--- config.mk ---
export PLATFORM = sky130hd
export DESIGN_NAME = mtr_duty_seq
export DESIGN_NICKNAME = d
export VERILOG_FILES = /design/src/rtl/mtr_duty_seq.sv
export SDC_FILE = /design/constraint.sdc
export NUM_CORES = 1
export LEC_CHECK = 0
export BUFFER_PORTS_ARGS = -buffer_cell sky130_fd_sc_hd__buf_2
export CAP_MARGIN = 20
export CELL_PAD_IN_SITES_DETAIL_PLACEMENT = 0
export CELL_PAD_IN_SITES_GLOBAL_PLACEMENT = 1
export CORE_ASPECT_RATIO = 0.6
export CORE_MARGIN = 2
export CORE_UTILIZATION = 30
export CTS_CLUSTER_SIZE = 20
export DETAILED_ROUTE_END_ITERATION = 16
export PLACE_DENSITY_LB_ADDON = 0.2
export SLEW_MARGIN = 20
export SYNTH_ARGS = -nofsm -noshare
export SYNTH_HDL_FRONTEND = slang
export SYNTH_SLANG_ARGS = --single-unit
--- constraint.sdc ---
create_clock -name clk -period 9.7 [get_ports clk]
set_input_delay 1.455 -clock clk [delete_from_list [all_inputs] [get_ports clk]]
set_output_delay 1.455 -clock clk [all_outputs]
set_load 0.01 [all_outputs]
--- src/rtl/mtr_duty_seq.sv ---
// Purpose: sequences left/right PWM duty from signed speed commands (clip, slew-limit, period-aligned update).
// Latency: command capture 1 clk; duty steps land on the edge closing each PWM period (visible from cnt=0).
// Backpressure: none; cmd_vld is a strobe and the last command before a period boundary wins.
module mtr_duty_seq #(
    parameter int          PERIOD    = 2048,
    parameter int          SLEW_STEP = 16,
    parameter logic [10:0] MID       = 11'h400,
    parameter int          MAX_SPD   = 1000
) (
    input  logic        clk,
    input  logic        rst_n,
    input  logic        en,
    input  logic        cmd_vld,
    input  logic [10:0] lft_spd,
    input  logic [10:0] rght_spd,
    output logic [10:0] lft_duty,
    output logic [10:0] rght_duty,
    output logic        pwm_en,
    output logic        period_tick,
    output logic        settled
);

    localparam logic [10:0]        CNT_LAST = 11'(PERIOD - 1);
    localparam logic [10:0]        CNT_PRE  = 11'(PERIOD - 2);
    localparam logic signed [11:0] SPD_HI   = 12'(MAX_SPD);
    localparam logic signed [11:0] SPD_LO   = 12'(-MAX_SPD);
    localparam logic signed [11:0] STEP_P   = 12'(SLEW_STEP);
    localparam logic signed [11:0] STEP_N   = 12'(-SLEW_STEP);
    localparam logic [10:0]        STEP_U   = 11'(SLEW_STEP);

    typedef enum logic [1:0] {
        S_OFF   = 2'd0,
        S_RUN   = 2'd1,
        S_BRAKE = 2'd2
    } state_t;

    state_t      state;
    logic [10:0] cnt;
    logic [10:0] lft_tgt;
    logic [10:0] rght_tgt;

    // Clip a signed speed to +/-MAX_SPD and shift it to offset-binary around MID.
    // After the clip the sum always fits in 11 bits, so the low bits are exact.
    function automatic logic [10:0] spd_to_tgt(input logic [10:0] spd);
        logic signed [11:0] s;
        s = {spd[10], spd};
        if (s > SPD_HI) begin
            s = SPD_HI;
        end else if (s < SPD_LO) begin
            s = SPD_LO;
        end
        return MID + s[10:0];
    endfunction

    // One slew step: jump to the target when within SLEW_STEP, else move SLEW_STEP toward it.
    function automatic logic [10:0] slew(input logic [10:0] duty, input logic [10:0] tgt);
        logic signed [11:0] diff;
        diff = $signed({1'b0, tgt}) - $signed({1'b0, duty});
        if (diff > STEP_P) begin
            return duty + STEP_U;
        end else if (diff < STEP_N) begin
            return duty - STEP_U;
        end else begin
            return tgt;
        end
    endfunction

    // Free-running period counter; the tick is registered so it is high exactly while cnt==PERIOD-1.
    always_ff @(posedge clk) begin
        if (!rst_n) begin
            cnt         <= '0;
            period_tick <= 1'b0;
        end else begin
            cnt         <= (cnt == CNT_LAST) ? 11'd0 : cnt + 11'd1;
            period_tick <= (cnt == CNT_PRE);
        end
    end

    // Enable sequencing, command capture and period-aligned duty slewing with registered outputs.
    always_ff @(posedge clk) begin
        if (!rst_n) begin
            state     <= S_OFF;
            lft_duty  <= MID;
            rght_duty <= MID;
            lft_tgt   <= MID;
            rght_tgt  <= MID;
            pwm_en    <= 1'b0;
            settled   <= 1'b1;
        end else begin
            settled <= (lft_duty == lft_tgt) && (rght_duty == rght_tgt);
            case (state)
                S_OFF: begin
                    lft_duty  <= MID;
                    rght_duty <= MID;
                    lft_tgt   <= MID;
                    rght_tgt  <= MID;
                    pwm_en    <= 1'b0;
                    if (en) begin
                        state  <= S_RUN;
                        pwm_en <= 1'b1;
                    end
                end
                S_RUN: begin
                    // The step below reads the pre-capture target, so a command
                    // coinciding with a tick only takes effect on the following tick.
                    if (cmd_vld) begin
                        lft_tgt  <= spd_to_tgt(lft_spd);
                        rght_tgt <= spd_to_tgt(rght_spd);
                    end
                    if (period_tick) begin
                        lft_duty  <= slew(lft_duty, lft_tgt);
                        rght_duty <= slew(rght_duty, rght_tgt);
                    end
                    if (!en) begin
                        state <= S_BRAKE;
                    end
                end
                S_BRAKE: begin
                    // Ramp toward MID directly so the first braking step never
                    // chases a stale running target.
                    lft_tgt  <= MID;
                    rght_tgt <= MID;
                    if (period_tick) begin
                        lft_duty  <= slew(lft_duty, MID);
                        rght_duty <= slew(rght_duty, MID);
                    end
                    if (en) begin
                        state <= S_RUN;
                    end else if ((lft_duty == MID) && (rght_duty == MID)) begin
                        state  <= S_OFF;
                        pwm_en <= 1'b0;
                    end
                end
                default: begin
                    state  <= S_OFF;
                    pwm_en <= 1'b0;
                end
            endcase
        end
    end

endmodule
==> metrics.txt, run 1 <==
CP Capture Type flop; global placer's final weighted congestion 0.862; Max stage delay cell, worst path sky130_fd_sc_hd__nor2_1; via/cell ratio 5.56; Core Area around 0.017 mm2; Yosys warning count 0; maximum ir drop on the vdd rail 83.7 uV; total of fill cells in the finished design 1849; CTS tree built; unrepaired setup endpoints after global routing false; Clock power frac 25.9%; DIE AREA 0.0186 mm2; Antenna Cells 0; Detailed Routing Iterations Pass 1 5; Vias 5298; primary flip-flop cell chosen by synthesis mapping sky130_fd_sc_hd__dfxtp_1; worst setup path category reg -> reg; width of the die 175 um; setup repair bufs after CTS 0; sequential power share 24.9%; vertical die dimension 106 um; first-pass GRT wire length 28.2 mm; headroom to the max-slew limit 30.1%; Final Hold Viols 0; sum of routed wire length over all layers approximately 18 mm; Hold Slack 480 ps; average instance area after synthesis 7.70 um2; worst hold path stage count 1; outcome finished, final reports clean; maximum number of pins on one net before global-route repair 49; post-synthesis to final-layout area growth 13.4%; HP Start cnt[0]$_SDFF_PP0_; number of flops mapped to enable cells by yosys 0; Max Fanout on Critical Path 16; transition time at the pin with the least slew margin 1050 ps; fraction of layout instances using a drive strength above 1 between 10% and 20%; synthesized net count 744; CP max stage delay a little over 700 ps; count of port buffers added during placement 50; category of the worst setup path launch point flop; GRT Resource Usage Total 19.5%; number of nets in the layout about 780; Power per Cell Area slightly above 200 mW/mm2; Highest Clock Rate 0.252 GHz; fin crit period 3970 ps; # hold bufs at CTS 0; cell repeated most along the worst path sky130_fd_sc_hd__nor2_1; simple logic cell fraction of the synthesized area 26.4%; Congestion Overflow GR 0; total of flip-flops plus latches after synthesis 60; number of ports placed on the die boundary 51; share of synthesized registers carrying an async set or reset 0%; Design Area, Final 0.00594 mm2; end point of the worst hold path cnt[0]$_SDFF_PP0_; main combinational cell family by area after synthesis compound AO/OA/AOI/OAI gates; power dissipated by switching net loads 0.527 mW; leakage power 2.32 nW; final critical-path share of the clock period 40.9%; count of cell types in the netlist 84; initial DRC count 448; final sum of negative setup slack 0 ps; Worst Hold Class reg -> reg; number of clock sinks seen by CTS 60; number of antenna violations at the first check in global routing 0; via count of the first global-routing pass around 4900; number of gates resized after CTS 0; Combinational Power Share just under 50%; Placed Instance Area between 0.005 and 0.006 mm2; category of cells accounting for the largest share of critical-path delay simple AND/OR/NAND/NOR gates; Final Util between 30% and 40%; clock buffer depth 2; area fraction in compound gates after synthesis 27.2%; number of routed nets with antenna violations 0; sequential fraction of the synthesis area 22.9%; area share of xor/xnor cells in the synthesized design 6.35%; total count of max-transition violations in the final report 0; CTS Buf Count 9; Post-Syn Instances 680; clock latency at the later pin of the worst-skew pair 330 ps; H-tree Lvls 3; switching share of power 44.0%; Crit Reg-Reg Startpoint state[1]$_SDFFE_PN0P_; initial core utilization 30.6%; adder-cell area share of the yosys netlist 9.36%; WP data required 9950 ps; arrival time worst endpoint 4220 ps; max-cap viol count 0; area of the mapped netlist 0.00524 mm2; number of standard-cell rows in the floorplan 37; internal power ~0.67 mW; share of cell area taken by muxes after synthesis 2.39%; average wire length per cell after detail routing 18.8 um; endpoint of the worst-slack reg-to-reg timing path lft_duty[8]$_SDFFE_PN0P_; post-detailed-placement half-perimeter wirelength 14.1 mm; clock transition at the register clock pins on the worst setup and hold paths after CTS 60 ps; start point of the critical path state[1]$_SDFFE_PN0P_; cell breakdown of the critical path inv_1, ha_1, nor2_1, o21bai_1, nor2_1, nand2_1, nor2_1, o211ai_1, a21boi_0, nor3b_1, o211ai_1; buffer and inverter count on the worst path 1; worst reg-to-reg setup slack ~5700 ps; total of endpoints with negative setup slack in the final report 0; remaining design rule violation count 0; root buf cell sky130_fd_sc_hd__clkbuf_16; number of cells on the worst reg-to-reg path 11; worst clock skew 7.81 ps
-- cell families after synthesis --
| family | count (synthesis) |
|---|---|
| compound gates | 200 |
| xor+xnor | 38 |
| fa+ha+maj | 38 |
| buf+inv | 67 |
| flops | 60 |
| mux | 12 |
| simple gates | 265 |
-- synth_stat cells, types with 6 or more instances --
cell	number	share of area [%]
sky130_fd_sc_hd__nand2_1	63	4.5
sky130_fd_sc_hd__nor2_1	48	3.4
sky130_fd_sc_hd__xor2_1	14	2.3
sky130_fd_sc_hd__or3_1	9	1.1
sky130_fd_sc_hd__nor2b_1	18	2.1
sky130_fd_sc_hd__o31ai_1	8	1.1
sky130_fd_sc_hd__and2_1	13	1.6
sky130_fd_sc_hd__nand3_1	34	3.2
sky130_fd_sc_hd__o211ai_1	12	1.7
sky130_fd_sc_hd__a21oi_1	33	3.2
sky130_fd_sc_hd__a21boi_0	18	2.6
sky130_fd_sc_hd__and3_1	12	1.4
sky130_fd_sc_hd__nand4_1	11	1.3
sky130_fd_sc_hd__mux2i_1	8	1.5
sky130_fd_sc_hd__ha_1	36	8.6
sky130_fd_sc_hd__o21a_1	6	0.86
sky130_fd_sc_hd__dfxtp_1	60	23
sky130_fd_sc_hd__a21o_1	9	1.3
sky130_fd_sc_hd__o21ai_1	8	0.76
sky130_fd_sc_hd__a22oi_1	10	1.4
sky130_fd_sc_hd__nor4_1	7	0.84
sky130_fd_sc_hd__a31oi_1	6	0.72
sky130_fd_sc_hd__o22ai_1	8	0.96
sky130_fd_sc_hd__o21ai_0	28	2.7
sky130_fd_sc_hd__nor3_1	18	1.7
sky130_fd_sc_hd__xnor2_1	24	4.0
sky130_fd_sc_hd__clkbuf_1	23	1.6
sky130_fd_sc_hd__inv_1	38	2.7
-- state kept, by name (all words and copies together), names as in the netlist --
name         count
pwm_en           1
lft_tgt         11
rght_tgt        11
settled          1
rght_duty       11
cnt             11
lft_duty        11
state            2
period_tick      1
-- per-stage QoR --
stage               total power, mW  worst slack [ps]  std cells
floorplan                     0.734              6340        680
global placement              0.873              5800        937
detailed placement            0.880              5630        937
CTS                            1.19              5830        953
global route                   1.28              5490        953
finish                         1.20              5730        953
-- worst reg2reg max path, cell delays in order, from the launching register on --
cell and delay [ps]:
sky130_fd_sc_hd__dfxtp_1 380, sky130_fd_sc_hd__inv_1 80, sky130_fd_sc_hd__ha_1 430, sky130_fd_sc_hd__nor2_1 400, sky130_fd_sc_hd__o21bai_1 300, sky130_fd_sc_hd__nor2_1 410, sky130_fd_sc_hd__nand2_1 260, sky130_fd_sc_hd__nor2_1 710
sky130_fd_sc_hd__o211ai_1 350, sky130_fd_sc_hd__a21boi_0 300, sky130_fd_sc_hd__nor3b_1 90, sky130_fd_sc_hd__o211ai_1 180
-- cells in the final DEF, fill, tap and decap left out, types with 4 or more instances in the layout --
master	n
sky130_fd_sc_hd__o221ai_1	5
sky130_fd_sc_hd__mux2i_1	8
sky130_fd_sc_hd__or2_2	5
sky130_fd_sc_hd__a21o_1	9
sky130_fd_sc_hd__nand4_1	11
sky130_fd_sc_hd__o211ai_1	12
sky130_fd_sc_hd__nor4b_1	4
sky130_fd_sc_hd__buf_2	50
sky130_fd_sc_hd__a22oi_1	10
sky130_fd_sc_hd__o21a_1	6
sky130_fd_sc_hd__o21ai_1	8
sky130_fd_sc_hd__or3_1	9
sky130_fd_sc_hd__nor2_1	48
sky130_fd_sc_hd__o31ai_1	8
sky130_fd_sc_hd__nor3_1	18
sky130_fd_sc_hd__clkbuf_16	9
sky130_fd_sc_hd__ha_1	36
sky130_fd_sc_hd__a21oi_1	33
sky130_fd_sc_hd__dfxtp_1	60
sky130_fd_sc_hd__a21boi_0	18
sky130_fd_sc_hd__a31oi_1	6
sky130_fd_sc_hd__nor2b_1	18
sky130_fd_sc_hd__and2_1	13
sky130_fd_sc_hd__nor4_1	7
sky130_fd_sc_hd__o22ai_1	8
sky130_fd_sc_hd__xnor2_1	24
sky130_fd_sc_hd__o21ai_0	27
sky130_fd_sc_hd__and3_1	12
sky130_fd_sc_hd__nand2_1	63
sky130_fd_sc_hd__inv_1	38
sky130_fd_sc_hd__xor2_1	14
sky130_fd_sc_hd__nand3_1	34
sky130_fd_sc_hd__inv_6	4
-- worst max-delay path by stage --
stage / end / slack (ps) / cells after the start
2_1_floorplan: rght_duty[0]$_SDFFE_PN0P_ / 6340 / 12
3_3_place_gp: lft_duty[8]$_SDFFE_PN0P_ / 5800 / 7
3_5_place_dp: lft_duty[8]$_SDFFE_PN0P_ / 5630 / 7
4_1_cts: lft_duty[8]$_SDFFE_PN0P_ / 5830 / 11
5_1_grt: lft_duty[2]$_SDFFE_PN0P_ / 5490 / 11
6_report: lft_duty[8]$_SDFFE_PN0P_ / 5730 / 11
-- area by class of cell --
type                            instances  area [um2]  share of cell area [%]
Clock inverter                          7        56.3                   0.947
Tap cell                              234         293                    4.93
Timing Repair Buffer                   52         265                    4.46
Sequential cell                        60        1200                    20.2
Multi-Input combinational cell        553        3760                    63.3
Clock buffer                            9         225                    3.79
Inverter                               38         143                    2.40
-- power groups by stage --
stage               sequential [mW]  clock (mW)  combinational, mW
floorplan                     0.287           0              0.447
global placement              0.302           0              0.571
detailed placement            0.303           0              0.577
CTS                           0.297       0.317              0.581
global route                  0.301       0.329              0.646
finish                        0.298       0.311              0.590
-- routing by layer --
layer / up-vias / global-route usage (%) / part of all wire, % / routed length, um
met5: - / 0 / 0 / 0
met4: 0 / 3.63 / 1.0 / 181
met3: 12 / 4.22 / 6.0 / 1070
met2: 169 / 25.6 / 37 / 6670
met1: 2553 / 31.4 / 56 / 10000
li1: 2564 / - / - / -
No activity file was read; power rests on OpenSTA's default activity.
==> inputs of run 2 (changes only) <==
clock period = 3.55 ns   (was 9.7 ns; I/O delays follow)
==> metrics.txt, run 2 (synthesized netlist as in run 1, its figures left out) <==
Vias 5418 (+2.3%); leakage power 2.48 nW (+7.1%); Worst Hold Class in -> reg; worst reg-to-reg setup slack 160 ps (-5570 ps); commonest cells after routing, fill and taps aside sky130_fd_sc_hd__nand2_1 (63), sky130_fd_sc_hd__dfxtp_1 (60), sky130_fd_sc_hd__buf_2 (50); endpoint of the worst-slack reg-to-reg timing path rght_duty[1]$_SDFFE_PN0P_; transition time at the pin with the least slew margin 989 ps (-59.4 ps); # hold bufs at CTS 0 (unchanged); Detailed Routing Iterations Pass 1 5 (unchanged); DIE AREA 0.0186 mm2 (unchanged); clock buffer depth 2 (unchanged); average wire length per cell after detail routing 18.6 um (-1.3%); number of nets in the layout 807 (+3.7%); CTS tree built; number of ports placed on the die boundary 51 (unchanged); buffer and inverter count on the worst path 1 (unchanged); post-synthesis to final-layout area growth 18.7%; width of the die 175 um (unchanged); Power per Cell Area 564 mW/mm2 (+180%); end point of the worst hold path lft_tgt[1]$_SDFFE_PN0P_; total of endpoints with negative setup slack in the final report 0 (unchanged); clock latency at the later pin of the worst-skew pair 340 ps (about the same); Final Hold Viols 0 (unchanged); fraction of layout instances using a drive strength above 1 17.4% (+3.5 points); Crit Reg-Reg Startpoint rght_duty[0]$_SDFFE_PN0P_; power consumption 3.51 mW (+190%); Antenna Cells 0 (unchanged); post-detailed-placement half-perimeter wirelength 14.3 mm (+1.4%); global placer's final weighted congestion 0.873 (+1.3%); Highest Clock Rate 0.295 GHz (+17%); Core Area 0.0171 mm2 (unchanged); first-pass GRT wire length 28.7 mm (+1.7%); sum of routed wire length over all layers 18.2 mm (+1.7%); number of clock sinks seen by CTS 60 (unchanged); most common library cell in the layout ignoring fill and taps sky130_fd_sc_hd__nand2_1; count of port buffers added during placement 50 (unchanged); initial core utilization 30.6% (unchanged); CP Capture Type flop; WP data required 3820 ps (-6130 ps); max-cap viol count 0 (unchanged); initial DRC count 443 (-1.1%); number of standard-cell rows in the floorplan 37 (unchanged); worst clock skew 12.9 ps (+5.12 ps); arrival time worst endpoint 3660 ps (-560 ps); cell breakdown of the critical path ha_1, inv_1, fa_1, xor2_1, nor4b_1, mux2_2, o21ai_1, or4_4, nor2_4, a21oi_2, a211oi_4, mux2i_1; via/cell ratio 5.52 (-0.76%); CP max stage delay 470 ps (-240 ps); number of antenna violations at the first check in global routing 0 (unchanged); maximum ir drop on the vdd rail 199 uV (+140%); final sum of negative setup slack 0 ps (unchanged); maximum number of pins on one net before global-route repair 42 (-14%); worst hold path stage count 3 (+2); Congestion Overflow GR 0 (unchanged); fin crit period 3390 ps (-576 ps); via count of the first global-routing pass 4980 (+1.7%); category of cells accounting for the largest share of critical-path delay simple AND/OR/NAND/NOR gates; Max stage delay cell, worst path sky130_fd_sc_hd__a211oi_4; Design Area, Final 0.00622 mm2 (+4.6%); Hold Slack 466 ps (-14.4 ps); number of routed nets with antenna violations 0 (unchanged); remaining design rule violation count 0 (unchanged); GRT Resource Usage Total 20.0% (+0.51 points); number of cells on the worst reg-to-reg path 12 (+1); HP Start lft_spd[1]; root buf cell sky130_fd_sc_hd__clkbuf_16; total count of max-transition violations in the final report 0 (unchanged); headroom to the max-slew limit 33.1% (+3.0 points); CTS Buf Count 9 (unchanged); Max Fanout on Critical Path 7 (-9); vertical die dimension 106 um (unchanged); total of fill cells in the finished design 1822 (-1.5%); worst setup path category reg -> reg; clock transition at the register clock pins on the worst setup and hold paths after CTS 60 ps (about the same); category of the worst setup path launch point flop; final critical-path share of the clock period 95.5% (+55 points); unrepaired setup endpoints after global routing false; outcome finished, final reports clean; H-tree Lvls 3 (unchanged); Placed Instance Area 0.00587 mm2 (+3.7%)
-- run 2: cell types whose count changed in the layout (fill, tap and decap cells not counted), sizes merged --
cell    change
buf        +29
inv         -3
bufinv      +2
clkinv      +1
-- run 2: worst max-delay path by stage --
stage | start | endpoint | depth (start not counted)
3_5_place_dp | lft_duty[1]$_SDFFE_PN0P_ | lft_duty[2]$_SDFFE_PN0P_ | 11
4_1_cts | lft_duty[0]$_SDFFE_PN0P_ | lft_duty[0]$_SDFFE_PN0P_ | 12
3_3_place_gp | lft_duty[1]$_SDFFE_PN0P_ | lft_duty[3]$_SDFFE_PN0P_ | 11
6_report | rght_duty[0]$_SDFFE_PN0P_ | rght_duty[1]$_SDFFE_PN0P_ | 12
2_1_floorplan | rght_duty[4]$_SDFFE_PN0P_ | rght_duty[0]$_SDFFE_PN0P_ | 12
5_1_grt | lft_duty[1]$_SDFFE_PN0P_ | lft_duty[10]$_SDFFE_PN1P_ | 11
-- run 2: power breakdown --
| part | switching, mW | internal, mW | total (mW) |
|---|---|---|---|
| Combinational | 1.04 | 0.714 | 1.76 |
| Clock | 0.361 | 0.618 | 0.979 |
| Sequential | 0.0473 | 0.722 | 0.769 |
| Total | 1.45 | 2.05 | 3.51 |
-- run 2: cell type report --
type | instances | area, um2 | share of cell area (%)
well taps | 234 | 293 | 4.71
clock inverters | 7 | 98.8 | 1.59
inverters | 38 | 143 | 2.29
repair buffers | 81 | 483 | 7.77
multi-input cells | 553 | 3770 | 60.7
clock buffers | 9 | 225 | 3.62
flip-flops and latches | 60 | 1200 | 19.3
-- run 2: worst register-to-register path, stage by stage, from the launching register on --
cell and delay [ps]:
sky130_fd_sc_hd__dfxtp_1 390, sky130_fd_sc_hd__ha_1 200, sky130_fd_sc_hd__inv_1 60, sky130_fd_sc_hd__fa_1 410, sky130_fd_sc_hd__xor2_1 200, sky130_fd_sc_hd__nor4b_1 310, sky130_fd_sc_hd__mux2_2 230, sky130_fd_sc_hd__o21ai_1 60
sky130_fd_sc_hd__or4_4 460, sky130_fd_sc_hd__nor2_4 140, sky130_fd_sc_hd__a21oi_2 140, sky130_fd_sc_hd__a211oi_4 470, sky130_fd_sc_hd__mux2i_1 260
-- run 2: per-layer routing --
layer / up-vias / part of all wire [%] / GRT usage (%)
met5: - / 0 / 0
met1: 2599 / 56 / 32.3
li1: 2635 / - / -
met3: 11 / 7.5 / 4.90
met2: 173 / 36 / 25.7
met4: 0 / 0.71 / 3.75
-- run 2: through the flow --
stage / setup slack, ps / instances / util, %
floorplan: 194 / 680 / -
CTS: 125 / 981 / 36.2
global route: 9.13 / 982 / 36.3
detailed placement: 126 / 965 / 34.3
global placement: 230 / 965 / 34.3
finish: 159 / 982 / 36.3
-- run 2: what timing repair did --
item / CTS / global route
endpoints found under the setup margin: 0 / 6
setup buffers: 0 / 1
resized for setup: 0 / 1
==> inputs of run 3 (changes only) <==
clock period = 3.88 ns   (was 3.55 ns; I/O delays follow)
==> metrics.txt, run 3 (synthesized netlist as in run 1, its figures left out) <==
outcome finished, final reports clean; root buf cell sky130_fd_sc_hd__clkbuf_16; initial core utilization 30.6% (unchanged); number of nets in the layout 792 (-1.9%); worst setup path category reg -> reg; average wire length per cell after detail routing 18.5 um (-0.56%); number of standard-cell rows in the floorplan 37 (unchanged); H-tree Lvls 3 (unchanged); number of gates resized after CTS 0 (unchanged); Worst Hold Class reg -> reg; total placed cells including tap cells 951 (-1.5%); max-cap viol count 0 (unchanged); most common library cell in the layout ignoring fill and taps sky130_fd_sc_hd__nand2_1; count of port buffers added during placement 50 (unchanged); maximum ir drop on the vdd rail 187 uV (-6.2%); Combinational Power Share 49.4% (-0.7 points); arrival time worst endpoint 3740 ps (+80 ps); cell breakdown of the critical path inv_1, ha_1, and3_1, a221oi_2, o21ai_1, xnor2_1, or4b_1, o211ai_1, a21oi_1, nor4_1, o211ai_1; Vias 5289 (-2.4%); unrepaired setup endpoints after global routing false; clock latency at the later pin of the worst-skew pair 340 ps (about the same); internal power 1.77 mW (-14%); worst clock skew 7.91 ps (-5.03 ps); Congestion Overflow GR 0 (unchanged); number of clock sinks seen by CTS 60 (unchanged); Design Area, Final 0.00607 mm2 (-2.3%); Placed Instance Area 0.00577 mm2 (-1.8%); first-pass GRT wire length 28.7 mm (-0.19%); number of antenna violations at the first check in global routing 0 (unchanged); transition time at the pin with the least slew margin 1040 ps (+49.3 ps); clock buffer depth 2 (unchanged); WP data required 4100 ps (+280 ps); switching share of power 42.3% (+0.89 points); Final Hold Viols 0 (unchanged); headroom to the max-slew limit 29.8% (-3.3 points); CP max stage delay 600 ps (+130 ps); cell repeated most along the worst path sky130_fd_sc_hd__o211ai_1; # hold bufs at CTS 0 (unchanged); post-detailed-placement half-perimeter wirelength 14.2 mm (-1.1%); pre-CTS setup slack 391 ps (+265 ps); global placer's final weighted congestion 0.911 (+4.3%); Max stage delay cell, worst path sky130_fd_sc_hd__or4b_1; Power per Cell Area 506 mW/mm2 (-10%); power dissipated by switching net loads 1.30 mW (-10%); DIE AREA 0.0186 mm2 (unchanged); fin worst setup slack 360 ps (+201 ps); width of the die 175 um (unchanged); number of routed nets with antenna violations 0 (unchanged); setup repair bufs after CTS 0 (unchanged); CTS tree built; fin crit period 3520 ps (+129 ps); sum of routed wire length over all layers 17.9 mm (-2.1%); post-synthesis to final-layout area growth 16.0%; fraction of layout instances using a drive strength above 1 15.6% (-1.8 points); GRT Resource Usage Total 19.9% (-0.086 points); final sum of negative setup slack 0 ps (unchanged); total of endpoints with negative setup slack in the final report 0 (unchanged); remaining design rule violation count 0 (unchanged); vertical die dimension 106 um (unchanged); category of the worst setup path launch point flop; initial DRC count 622 (+40%); power consumption 3.07 mW (-12%); maximum number of pins on one net before global-route repair 48 (+14%); post-layout instance count excluding filler cells 967 (-1.5%); Highest Clock Rate 0.284 GHz (-3.7%); clock transition at the register clock pins on the worst setup and hold paths after CTS 60 ps (about the same); Clock power frac 27.5% (-0.4 points); Max Fanout on Critical Path 8 (+1); via count of the first global-routing pass 5035 (+1.1%); total count of max-transition violations in the final report 0 (unchanged); final critical-path share of the clock period 90.7% (-4.8 points); CP Capture Type flop; number of ports placed on the die boundary 51 (unchanged); Core Area 0.0171 mm2 (unchanged); Antenna Cells 0 (unchanged); CTS Buf Count 9 (unchanged); via/cell ratio 5.47 (-0.87%); commonest cells after routing, fill and taps aside sky130_fd_sc_hd__nand2_1 (63), sky130_fd_sc_hd__dfxtp_1 (60), sky130_fd_sc_hd__buf_2 (50); leakage power 2.40 nW (-3.4%); sequential power share 23.1% (+1.2 points); Detailed Routing Iterations Pass 1 5 (unchanged)
[run 3: through the flow]
stage / utilization (%) / hold WS (ps)
after floorplan: - / 441
after global placement: 33.7 / 458
after detailed placement: 33.7 / 485
after CTS: 35.5 / 495
after global routing: 35.5 / 527
final: 35.5 / 489
[run 3: routing by layer]
metal  up-vias  share of wire, %  routed length, um  track usage (%)
li1       2598                 -                  -                -
met1      2467                55               9780             32.4
met2       212                36               6440             25.4
met3        12               8.3               1480             4.43
met5         -                 0                  0                0
met4         0              0.96                172             4.17
[run 3: area by class of cell]
cell class                 instances  area, um2
fill                            1884      11100
multi-input combinational        553       3760
sequential                        60       1200
timing repair buffer              66        370
tap                              234        293
clock buffer                       9        225
inverter                          38        143
clock inverter                     7       82.6
[run 3: worst paths after layout]
| path | start | endpoint | slack, ps | cells after the start |
|---|---|---|---|---|
| max | lft_duty[5]$_SDFFE_PN0P_ | lft_duty[9]$_SDFFE_PN0P_ | 360 | 11 |
| max reg2reg | lft_duty[5]$_SDFFE_PN0P_ | lft_duty[9]$_SDFFE_PN0P_ | 360 | 11 |
| min reg2reg | lft_duty[0]$_SDFFE_PN0P_ | lft_duty[0]$_SDFFE_PN0P_ | 490 | 2 |
| min | lft_duty[0]$_SDFFE_PN0P_ | lft_duty[0]$_SDFFE_PN0P_ | 490 | 2 |
[run 3: power groups by stage]
stage	combinational, mW	sequential [mW]	clock, mW
after floorplan	1.12	0.717	0
after global placement	1.49	0.723	0
after detailed placement	1.49	0.724	0
after CTS	1.50	0.711	0.866
after global routing	1.68	0.718	0.893
final	1.52	0.711	0.844
[run 3: critical path, delay by kind of cell, from the launching register on]
kind	cells	cell delay [ps]
buffers and inverters	1	180
AND/OR/NAND/NOR	3	1150
adder cells (fa/ha/maj)	1	410
AO/OA/AOI/OAI	5	1030
flip-flops	1	470
XOR/XNOR	1	140
